==> src/rtl/comparador_scheduler_if.sv <==
// comparador_scheduler_if
//   Groups the requester bus and the result bus of comparador_scheduler.
//   master : requester/consumer side (drives req/data, observes results)
//   slave  : the scheduler (observes req/data, drives ack and results)
//   req[N]        per-requester request, held until its ack
//   data[4N]      operand nibbles, requester i owns data[4i+3:4i]
//   ack[N]        one-hot capture pulse
//   busy          transaction in flight
//   res_valid     one-cycle result strobe
//   res_match     captured operand equalled KEY
//   res_id[3]     requester index the result belongs to
//   match_count   saturating count of matching results
interface comparador_scheduler_if #(
  parameter int N  = 4,
  parameter int CW = 8
);
  logic [N-1:0]   req;
  logic [4*N-1:0] data;
  logic [N-1:0]   ack;
  logic           busy;
  logic           res_valid;
  logic           res_match;
  logic [2:0]     res_id;
  logic [CW-1:0]  match_count;

  modport master (
    output req, data,
    input  ack, busy, res_valid, res_match, res_id, match_count
  );

  modport slave (
    input  req, data,
    output ack, busy, res_valid, res_match, res_id, match_count
  );
endinterface

==> src/rtl/comparador_scheduler.sv <==
// comparador_scheduler
//   Shares one registered 4-bit constant-equality comparator (XNOR + AND4)
//   among N requesters. A round-robin arbiter picks a requester in IDLE,
//   LOAD acks it and latches its nibble, CMP registers the compare, DONE
//   strobes the tagged result and bumps a saturating match counter.
//   clk  : rising-edge clock
//   rst  : synchronous reset, active-high
//   bus  : comparador_scheduler_if.slave (req/data in, ack/busy/results out)
module comparador_scheduler #(
  parameter int         N   = 4,
  parameter logic [3:0] KEY = 4'b0101,
  parameter int         CW  = 8
) (
  input  logic                   clk,
  input  logic                   rst,
  comparador_scheduler_if.slave  bus
);

  typedef enum logic [1:0] {
    IDLE = 2'd0,
    LOAD = 2'd1,
    CMP  = 2'd2,
    DONE = 2'd3
  } state_t;

  state_t        r_state, w_next;
  logic [2:0]    r_ptr, r_win, r_res_id;
  logic [3:0]    r_operand;
  logic          r_cmp;
  logic [CW-1:0] r_count;

  logic [2*N-1:0] w_rot;
  logic           w_any;
  logic [2:0]     w_off, w_win, w_ptr_nxt;
  logic [3:0]     w_sum, w_ptr_sum;
  logic [3:0]     w_sel, w_xnor;
  logic           w_eq;
  logic [N-1:0]   w_ack;
  logic           w_busy, w_valid;

  // Round-robin search: rotate a doubled copy of req so bit j is requester
  // (rr_ptr + j) mod N, take the lowest set bit, then map back to an index.
  always_comb begin
    w_rot = {bus.req, bus.req} >> r_ptr;
    w_any = 1'b0;
    w_off = '0;
    for (int unsigned j = 0; j < N; j++) begin
      if (!w_any && w_rot[j]) begin
        w_any = 1'b1;
        w_off = 3'(j);
      end
    end
    w_sum = {1'b0, r_ptr} + {1'b0, w_off};
    if (w_sum >= 4'(N)) w_sum = w_sum - 4'(N);
    w_win = w_sum[2:0];
  end

  always_comb begin
    w_ptr_sum = {1'b0, r_win} + 4'd1;
    w_ptr_nxt = (w_ptr_sum >= 4'(N)) ? 3'd0 : w_ptr_sum[2:0];
  end

  assign w_sel  = 4'(bus.data >> {r_win, 2'b00});
  assign w_xnor = ~(r_operand ^ KEY);
  assign w_eq   = &w_xnor;

  always_ff @(posedge clk) begin
    if (rst) r_state <= IDLE;
    else     r_state <= w_next;
  end

  always_comb begin
    w_next  = r_state;
    w_ack   = '0;
    w_busy  = 1'b0;
    w_valid = 1'b0;
    case (r_state)
      IDLE: if (w_any) w_next = LOAD;
      LOAD: begin
        w_ack  = {{(N-1){1'b0}}, 1'b1} << r_win;
        w_busy = 1'b1;
        w_next = CMP;
      end
      CMP: begin
        w_busy = 1'b1;
        w_next = DONE;
      end
      DONE: begin
        w_busy  = 1'b1;
        w_valid = 1'b1;
        w_next  = IDLE;
      end
      default: w_next = IDLE;
    endcase
  end

  always_ff @(posedge clk) begin
    if (rst) begin
      r_ptr     <= '0;
      r_win     <= '0;
      r_operand <= '0;
      r_cmp     <= 1'b0;
      r_res_id  <= '0;
      r_count   <= '0;
    end else begin
      case (r_state)
        IDLE: if (w_any) r_win <= w_win;
        LOAD: begin
          r_operand <= w_sel;
          r_ptr     <= w_ptr_nxt;
        end
        // res_id is copied here so it stays stable after DONE even though
        // r_win is overwritten by the next grant.
        CMP: begin
          r_cmp    <= w_eq;
          r_res_id <= r_win;
        end
        DONE: if (r_cmp && (r_count != '1)) r_count <= r_count + 1'b1;
        default: ;
      endcase
    end
  end

  assign bus.ack         = w_ack;
  assign bus.busy        = w_busy;
  assign bus.res_valid   = w_valid;
  assign bus.res_match   = r_cmp;
  assign bus.res_id      = r_res_id;
  assign bus.match_count = r_count;

endmodule
==> src/flat_wrapper.sv <==
// flat-port wrapper written by rule: the top's interface ports become plain ports
module comparador_scheduler_flat 
#(
  parameter int         N   = 4,
  parameter logic [3:0] KEY = 4'b0101,
  parameter int         CW  = 8
)
  (clk, rst, bus_req, bus_data, bus_ack, bus_busy, bus_res_valid, bus_res_match, bus_res_id, bus_match_count);
  comparador_scheduler_if #(.N(N), .CW(CW)) bus_i ();
  input  logic clk;
  input  logic rst;
  input wire logic [$bits(bus_i.req)-1:0] bus_req;
  input wire logic [$bits(bus_i.data)-1:0] bus_data;
  output wire logic [$bits(bus_i.ack)-1:0] bus_ack;
  output wire logic [$bits(bus_i.busy)-1:0] bus_busy;
  output wire logic [$bits(bus_i.res_valid)-1:0] bus_res_valid;
  output wire logic [$bits(bus_i.res_match)-1:0] bus_res_match;
  output wire logic [$bits(bus_i.res_id)-1:0] bus_res_id;
  output wire logic [$bits(bus_i.match_count)-1:0] bus_match_count;
  assign bus_i.req = bus_req;
  assign bus_i.data = bus_data;
  assign bus_ack = bus_i.ack;
  assign bus_busy = bus_i.busy;
  assign bus_res_valid = bus_i.res_valid;
  assign bus_res_match = bus_i.res_match;
  assign bus_res_id = bus_i.res_id;
  assign bus_match_count = bus_i.match_count;
  comparador_scheduler #(.N(N), .KEY(KEY), .CW(CW)) u_core (.clk(clk), .rst(rst), .bus(bus_i));
endmodule
==> config.mk <==
export PLATFORM = sky130hd
export DESIGN_NAME = comparador_scheduler_flat
export DESIGN_NICKNAME = d
export VERILOG_FILES = /design/src/rtl/comparador_scheduler_if.sv /design/src/rtl/comparador_scheduler.sv /design/src/flat_wrapper.sv
export SDC_FILE = /design/constraint.sdc
export NUM_CORES = 1
export LEC_CHECK = 0
export BUFFER_PORTS_ARGS = -buffer_cell sky130_fd_sc_hd__buf_2
export CORE_UTILIZATION = 46
export DETAILED_ROUTE_END_ITERATION = 12
export HOLD_SLACK_MARGIN = 0.12
export PLACE_DENSITY = 0.72
export SYNTH_ARGS = -nofsm -noshare
export SYNTH_HDL_FRONTEND = slang
export SYNTH_SLANG_ARGS = --single-unit
export TNS_END_PERCENT = 5
==> constraint.sdc <==
create_clock -name clk -period 2.1 [get_ports clk]
set_clock_uncertainty 0.05 [all_clocks]
set_input_delay 0.42 -clock clk [delete_from_list [all_inputs] [get_ports clk]]
set_output_delay 0.42 -clock clk [all_outputs]
set_load 0.05 [all_outputs]
; Word level (Yosys, flattened, before mapping)
; Cells that the tools add are included.
[totals]
regBits = 24
latch_bits = 0
ram_bits = 0
rom_bits = 0
inputBits = 22
out_inout_bits = 18
elab_cells = 49
n_memories = 0
[classes]
n_addsub = 4
mul = 0
n_div = 0
magnitude_cmp = 2
n_eq_ne = 5
shift = 3
muxes = 14
n_bitwise = 2
n_reduce_logical = 12
[op_table]
columns = operator, n
row1 = >> shifter 16 x 5 -> 4 bit, 1
row2 = adder 8 x 1 -> 8 bit (second input constant), 1
row3 = >= comparator 4 x 3 -> 1 bit (second input constant), 2
row4 = inequality test 8 bit (second input constant), 1
row5 = case mux 2 bit (4 select lines), 1
row6 = >> shifter 8 x 3 -> 4 bit, 1
row7 = two-way mux 1 bit, 7
row8 = two-way mux 2 bit, 3
row9 = two-way mux 3 bit, 2
row10 = adder 3 x 1 -> 4 bit (second input constant), 1
row11 = adder 3 x 2 -> 4 bit, 1
row12 = equality test 2 bit (second input constant), 2
row13 = logical AND 1 bit, 4
row14 = two-way mux 4 bit, 1
row15 = inverter 4 bit, 1
row16 = AND reduction 2 bit, 2
row17 = AND reduction 4 bit, 1
row18 = << shifter 1 x 3 -> 4 bit (first input constant), 1
row19 = zero test 1 bit, 3
row20 = OR reduction 3 bit, 1
row21 = subtractor 3 bit (second input constant), 1
row22 = equality test 2 x 1 -> 1 bit (second input constant), 1
row23 = zero test 2 bit, 1
row24 = inequality test 2 x 1 -> 1 bit (second input constant), 1
row25 = inverter 2 bit, 1

; Depth between registers and ports, before layout
[logic_depth]
word_depth = 14
ltp_mapped = 9
mapped_depth_nobuf = 9

; Worst setup path before layout
; Ideal clock, no wire load.
[synth_timing]
path_type = input port to flip-flop
start = in bus_req[0]
end = reg u_core.r_win[1]
setup_ns = 0.132
arrival_ns = 2.034
t_required_ns = 1.918
setup_slack_ns = -0.117
cell_stages = 7
path_buffers = 1
cell_sequence = and3b_1 > or3_1 > clkbuf_1 > o31ai_1 > fa_1 > o211ai_1 > a21oi_1
[synth_between]
elab_chain_len = 14
elab_cells_between_ends = 19
cone_classes = add/sub: 2 / order compare: 1 / shift: 1 / mux: 8 / reduce/logical: 7
[synth_rtl]
columns = item, line
row1 = "start, declared", flat_wrapper.sv:12  ; input wire logic [$bits(bus_i.req)-1:0] bus_req;
row2 = >> shifter 8 x 3 -> 4 bit (*), comparador_scheduler.sv:44  ; w_rot = {bus.req, bus.req} >> r_ptr;
row3 = two-way mux 1 bit, comparador_scheduler.sv:48  ; if (!w_any && w_rot[j]) begin
row4 = zero test 1 bit, comparador_scheduler.sv:48
row5 = logical AND 1 bit, comparador_scheduler.sv:48
row6 = two-way mux 1 bit, comparador_scheduler.sv:48
row7 = zero test 1 bit, comparador_scheduler.sv:48
row8 = logical AND 1 bit, comparador_scheduler.sv:48
row9 = two-way mux 1 bit, comparador_scheduler.sv:48
row10 = zero test 1 bit, comparador_scheduler.sv:48
row11 = logical AND 1 bit, comparador_scheduler.sv:48
row12 = two-way mux 2 bit (*), comparador_scheduler.sv:48
row13 = adder 3 x 2 -> 4 bit (*), comparador_scheduler.sv:53  ; w_sum = {1'b0, r_ptr} + {1'b0, w_off};
row14 = >= comparator 4 x 3 -> 1 bit / subtractor 3 bit (equally long branches), comparador_scheduler.sv:54  ; if (w_sum >= 4'(N)) w_sum = w_sum - 4'(N);
row15 = two-way mux 3 bit (*), comparador_scheduler.sv:54
row16 = named net u_core.w_sum[1], comparador_scheduler.sv:35  ; logic [3:0] w_sum, w_ptr_sum;
row17 = "end signal, assigned", comparador_scheduler.sv:107  ; IDLE: if (w_any) r_win <= w_win;
row18 = "end, declared", comparador_scheduler.sv:27  ; logic [2:0] r_ptr, r_win, r_res_id;
; Mark *: on every way through the listed nets, which the timed path passes. The rest lies on a longest branch.
; A chain may end at the register's enable or synchronous reset.

; Final worst setup path
[layout_timing]
start = reg u_core.r_ptr[0]
end = reg u_core.r_win[1]
[layout_between]
elab_chain_len = 14
elab_cells_between_ends = 19
cone_classes = add/sub: 2 / order compare: 1 / shift: 1 / mux: 8 / reduce/logical: 7
[layout_rtl]
columns = item, line
row1 = "start, declared", comparador_scheduler.sv:27
row2 = "start signal, assigned", comparador_scheduler.sv:110  ; r_ptr <= w_ptr_nxt;
row3 = >> shifter 8 x 3 -> 4 bit, comparador_scheduler.sv:44
row4 = two-way mux 1 bit, comparador_scheduler.sv:48
row5 = zero test 1 bit, comparador_scheduler.sv:48
row6 = logical AND 1 bit, comparador_scheduler.sv:48
row7 = two-way mux 1 bit, comparador_scheduler.sv:48
row8 = zero test 1 bit, comparador_scheduler.sv:48
row9 = logical AND 1 bit, comparador_scheduler.sv:48
row10 = two-way mux 1 bit, comparador_scheduler.sv:48
row11 = zero test 1 bit, comparador_scheduler.sv:48
row12 = logical AND 1 bit, comparador_scheduler.sv:48
row13 = two-way mux 2 bit, comparador_scheduler.sv:48
row14 = adder 3 x 2 -> 4 bit (*), comparador_scheduler.sv:53
row15 = >= comparator 4 x 3 -> 1 bit / subtractor 3 bit (equally long branches), comparador_scheduler.sv:54
row16 = two-way mux 3 bit (*), comparador_scheduler.sv:54
row17 = named net u_core.w_sum[1], comparador_scheduler.sv:35
; Marks and branches as above.

==> impl_metrics.json <==
{
  "outcome": "finished with violations",
  "violations": "negative setup slack",
  "final.setup.worst_slack_ps": -85.2,
  "yosysWarnings": 0,
  "clock_path_buffers": 2,
  "design_area_um2": 1900,
  "track_usage_pct": 22.2,
  "worstPathMaxFanout": 5,
  "dieArea_um2": 3430,
  "start_kind": "flip-flop",
  "synth_area_per_cell_um2": 9.08,
  "overflow": 0,
  "dr.first_iter.drc_count": 27,
  "dpl.cell_count": 248,
  "cts_buffers": 3,
  "drc": 0,
  "finalCritPeriodShare_pct": 104,
  "min_period_ps": 2190,
  "setup_viol": 2,
  "synthTopCellsByArea": "dfxtp_1 (33%), ha_1 (11%), mux4_2 (6.1%), a21oi_1 (4.8%), mux2i_1 (4.1%)",
  "grt_pass1_vias": 1273,
  "hold_viol": 0,
  "synth_async_sr_flop_share_pct": 0,
  "drt_pass1_iterations": 4,
  "post_drt_via_cell_ratio": 5.31,
  "initial_core_util_pct": 48.2,
  "ys_seq_area_share_pct": 32.7,
  "slew_viol_final": 0,
  "insertion_delay_ps": 310,
  "ys_seq_elements": 24,
  "hpwl_um": 2530,
  "drive_above_1_share_pct": 34.8,
  "power_density_nw_per_um2": 1030,
  "dieHeight_um": 58.6,
  "hold_class": "flip-flop to flip-flop",
  "critPathCaptureType": "flip-flop",
  "antenna_cells": 0,
  "area_growth_syn_to_layout_pct": 28.8,
  "dp_slack_ps": -178,
  "grt_pass1_wl_um": 5800,
  "htree_levels": 1,
  "cp.required_ps": 2290,
  "ant_nets": 0,
  "grt_max_degree": 27,
  "pin_count": 40,
  "vias": 1349,
  "rsz0062_at_grt": "yes",
  "clockRootBuffer": "clkbuf_4",
  "cts_hold_buf": 0,
  "synth_cell_types": 40,
  "critPathKind": "flip-flop to flip-flop",
  "postPlaceCellArea_um2": 1780,
  "synth_top_area_share_pct": 32.7,
  "cp_data_arrival_time_ps": 2370,
  "num_rows": 20,
  "finalSetupTns_ps": -99.2,
  "routabilityCongestion": 0.885,
  "peakVddDrop_v": 0.000567,
  "yosysTopAreaCell": "dfxtp_1",
  "max_slew_margin_pct": 63.7,
  "stdcell_count": 254,
  "nets": 247,
  "totalWireLength_um": 3600,
  "synth_edf_count": 0,
  "hold_slack_ps": 461,
  "tightest_slew_ps": 540,
  "max-cap-violations": 0,
  "numPortBuffers": 39,
  "synth_cells": 162,
  "clock-sinks": 24,
  "clk_pin_slew_ps": 150,
  "synth_area_um2": 1470,
  "power_leakage_nw": 0.818,
  "cts_tree": "yes",
  "r2r_setup_slack_ps": -90,
  "fmax_mhz": 458,
  "syn_nets": 198,
  "fillerInstances": 271,
  "coreArea_um2": 3050,
  "synthFlopType": "dfxtp_1",
  "wire_per_inst_um": 14.2,
  "die_w_um": 58.6,
  "antenna_found_initial": 0
}
per-stage QoR:
step                      util [%]  total power, W
after floorplan                  -         0.00124
after global placement        58.2         0.00147
after detailed placement      58.2         0.00151
after CTS                     60.8         0.00189
after global routing          62.1         0.00206
final                         62.1         0.00195
registers in the layout (all words and copies together), names as in the netlist:
register / count
u_core.bus.res_id: 3
u_core.r_operand: 4
u_core.bus.res_match: 1
u_core.bus.match_count: 8
u_core.r_win: 3
u_core.r_ptr: 3
u_core.r_state: 2
routing by layer:
layer  share of wire (%)  up-vias  GRT usage, %
met1                  43      629          27.0
met5                   0        -             0
met4                0.89        0          6.80
met2                  52       39          41.2
met3                 5.0        4          2.20
li1                    -      677             -
worst max-delay path, stage by stage, from the launching register on:
cell and delay [ps]:
dfxtp_4 390, and3b_1 190, buf_4 150, o21ai_1 80, o211a_1 180, o22ai_2 80
ha_2 200, fa_1 500, o211ai_1 90, a21oi_1 200
worst paths after layout:
path | from | endpoint | cells after the start
hold reg to reg | u_core.bus.res_id[0]$_SDFFE_PP0P_ | u_core.bus.res_id[0]$_SDFFE_PP0P_ | 2
setup / recovery | u_core.r_ptr[0]$_SDFFE_PP0P_ | u_core.r_win[1]$_SDFFE_PP0P_ | 9
setup reg to reg | u_core.r_ptr[0]$_SDFFE_PP0P_ | u_core.r_win[1]$_SDFFE_PP0P_ | 9
hold / removal | u_core.bus.res_id[0]$_SDFFE_PP0P_ | u_core.bus.res_id[0]$_SDFFE_PP0P_ | 2
cell families after synthesis:
kind of cell	share of synthesized area, %
compound gates	15.5
fa+ha+maj	12.4
flops	32.7
xor+xnor	1.19
buf+inv	5.10
simple gates	22.2
mux	11.0
placed cells by master, fill, tap and decap left out, types with 2 or more instances in the layout:
cell type	synthesis	routed
a21oi_1	14	14
and2_1	4	4
buf_2	0	36
buf_4	0	14
clkbuf_4	0	6
dfxtp_1	24	22
ha_1	13	11
ha_2	0	2
inv_1	9	9
mux2i_1	6	6
mux4_2	4	4
nand2_1	6	6
nand2b_1	6	6
nand3_1	6	6
nand3b_1	2	2
nand4_1	2	2
nor2_1	13	12
nor2b_1	6	5
nor3b_1	3	2
o211ai_1	3	3
o21ai_0	3	2
o31ai_1	6	5
or4_1	3	3
final cells by class:
class                   count  area [um^2]  area share, %
clock buffers               3         22.5           1.19
clock inverters             1         30.0           1.58
inverters                   9         33.8           1.78
multi-input cells         120          961           50.7
flip-flops and latches     24          485           25.6
well taps                  44         55.1           2.90
repair buffers             53          308           16.2
cells in the mapped netlist (all sizes together) (4+ instances only):
library cell and number:
mux2i 6, nor2 13, mux4 4, ha 13, a21oi 14, nand3 6
o31ai 6, dfxtp 24, nand2b 6, nor2b 6, and2 4, clkbuf 8
nand2 6, inv 9
report_power, final:
part | leakage (nW) | switching, W | internal (W) | total, W
logic | 0.594 | 0.000547 | 0.000440 | 0.000987
registers | 0.196 | 0.0000862 | 0.000533 | 0.000620
clock network | 0.0279 | 0.000148 | 0.000193 | 0.000340
timing repair:
| action | CTS | global route |
|---|---|---|
| cloned | 0 | 0 |
| pin swaps | 3 | 4 |
| endpoints found under the setup margin | 6 | 6 |
| buffers inserted | 1 | 1 |
| gates resized for setup | 6 | 10 |
Note: power is estimated with default switching activity, not from simulation.
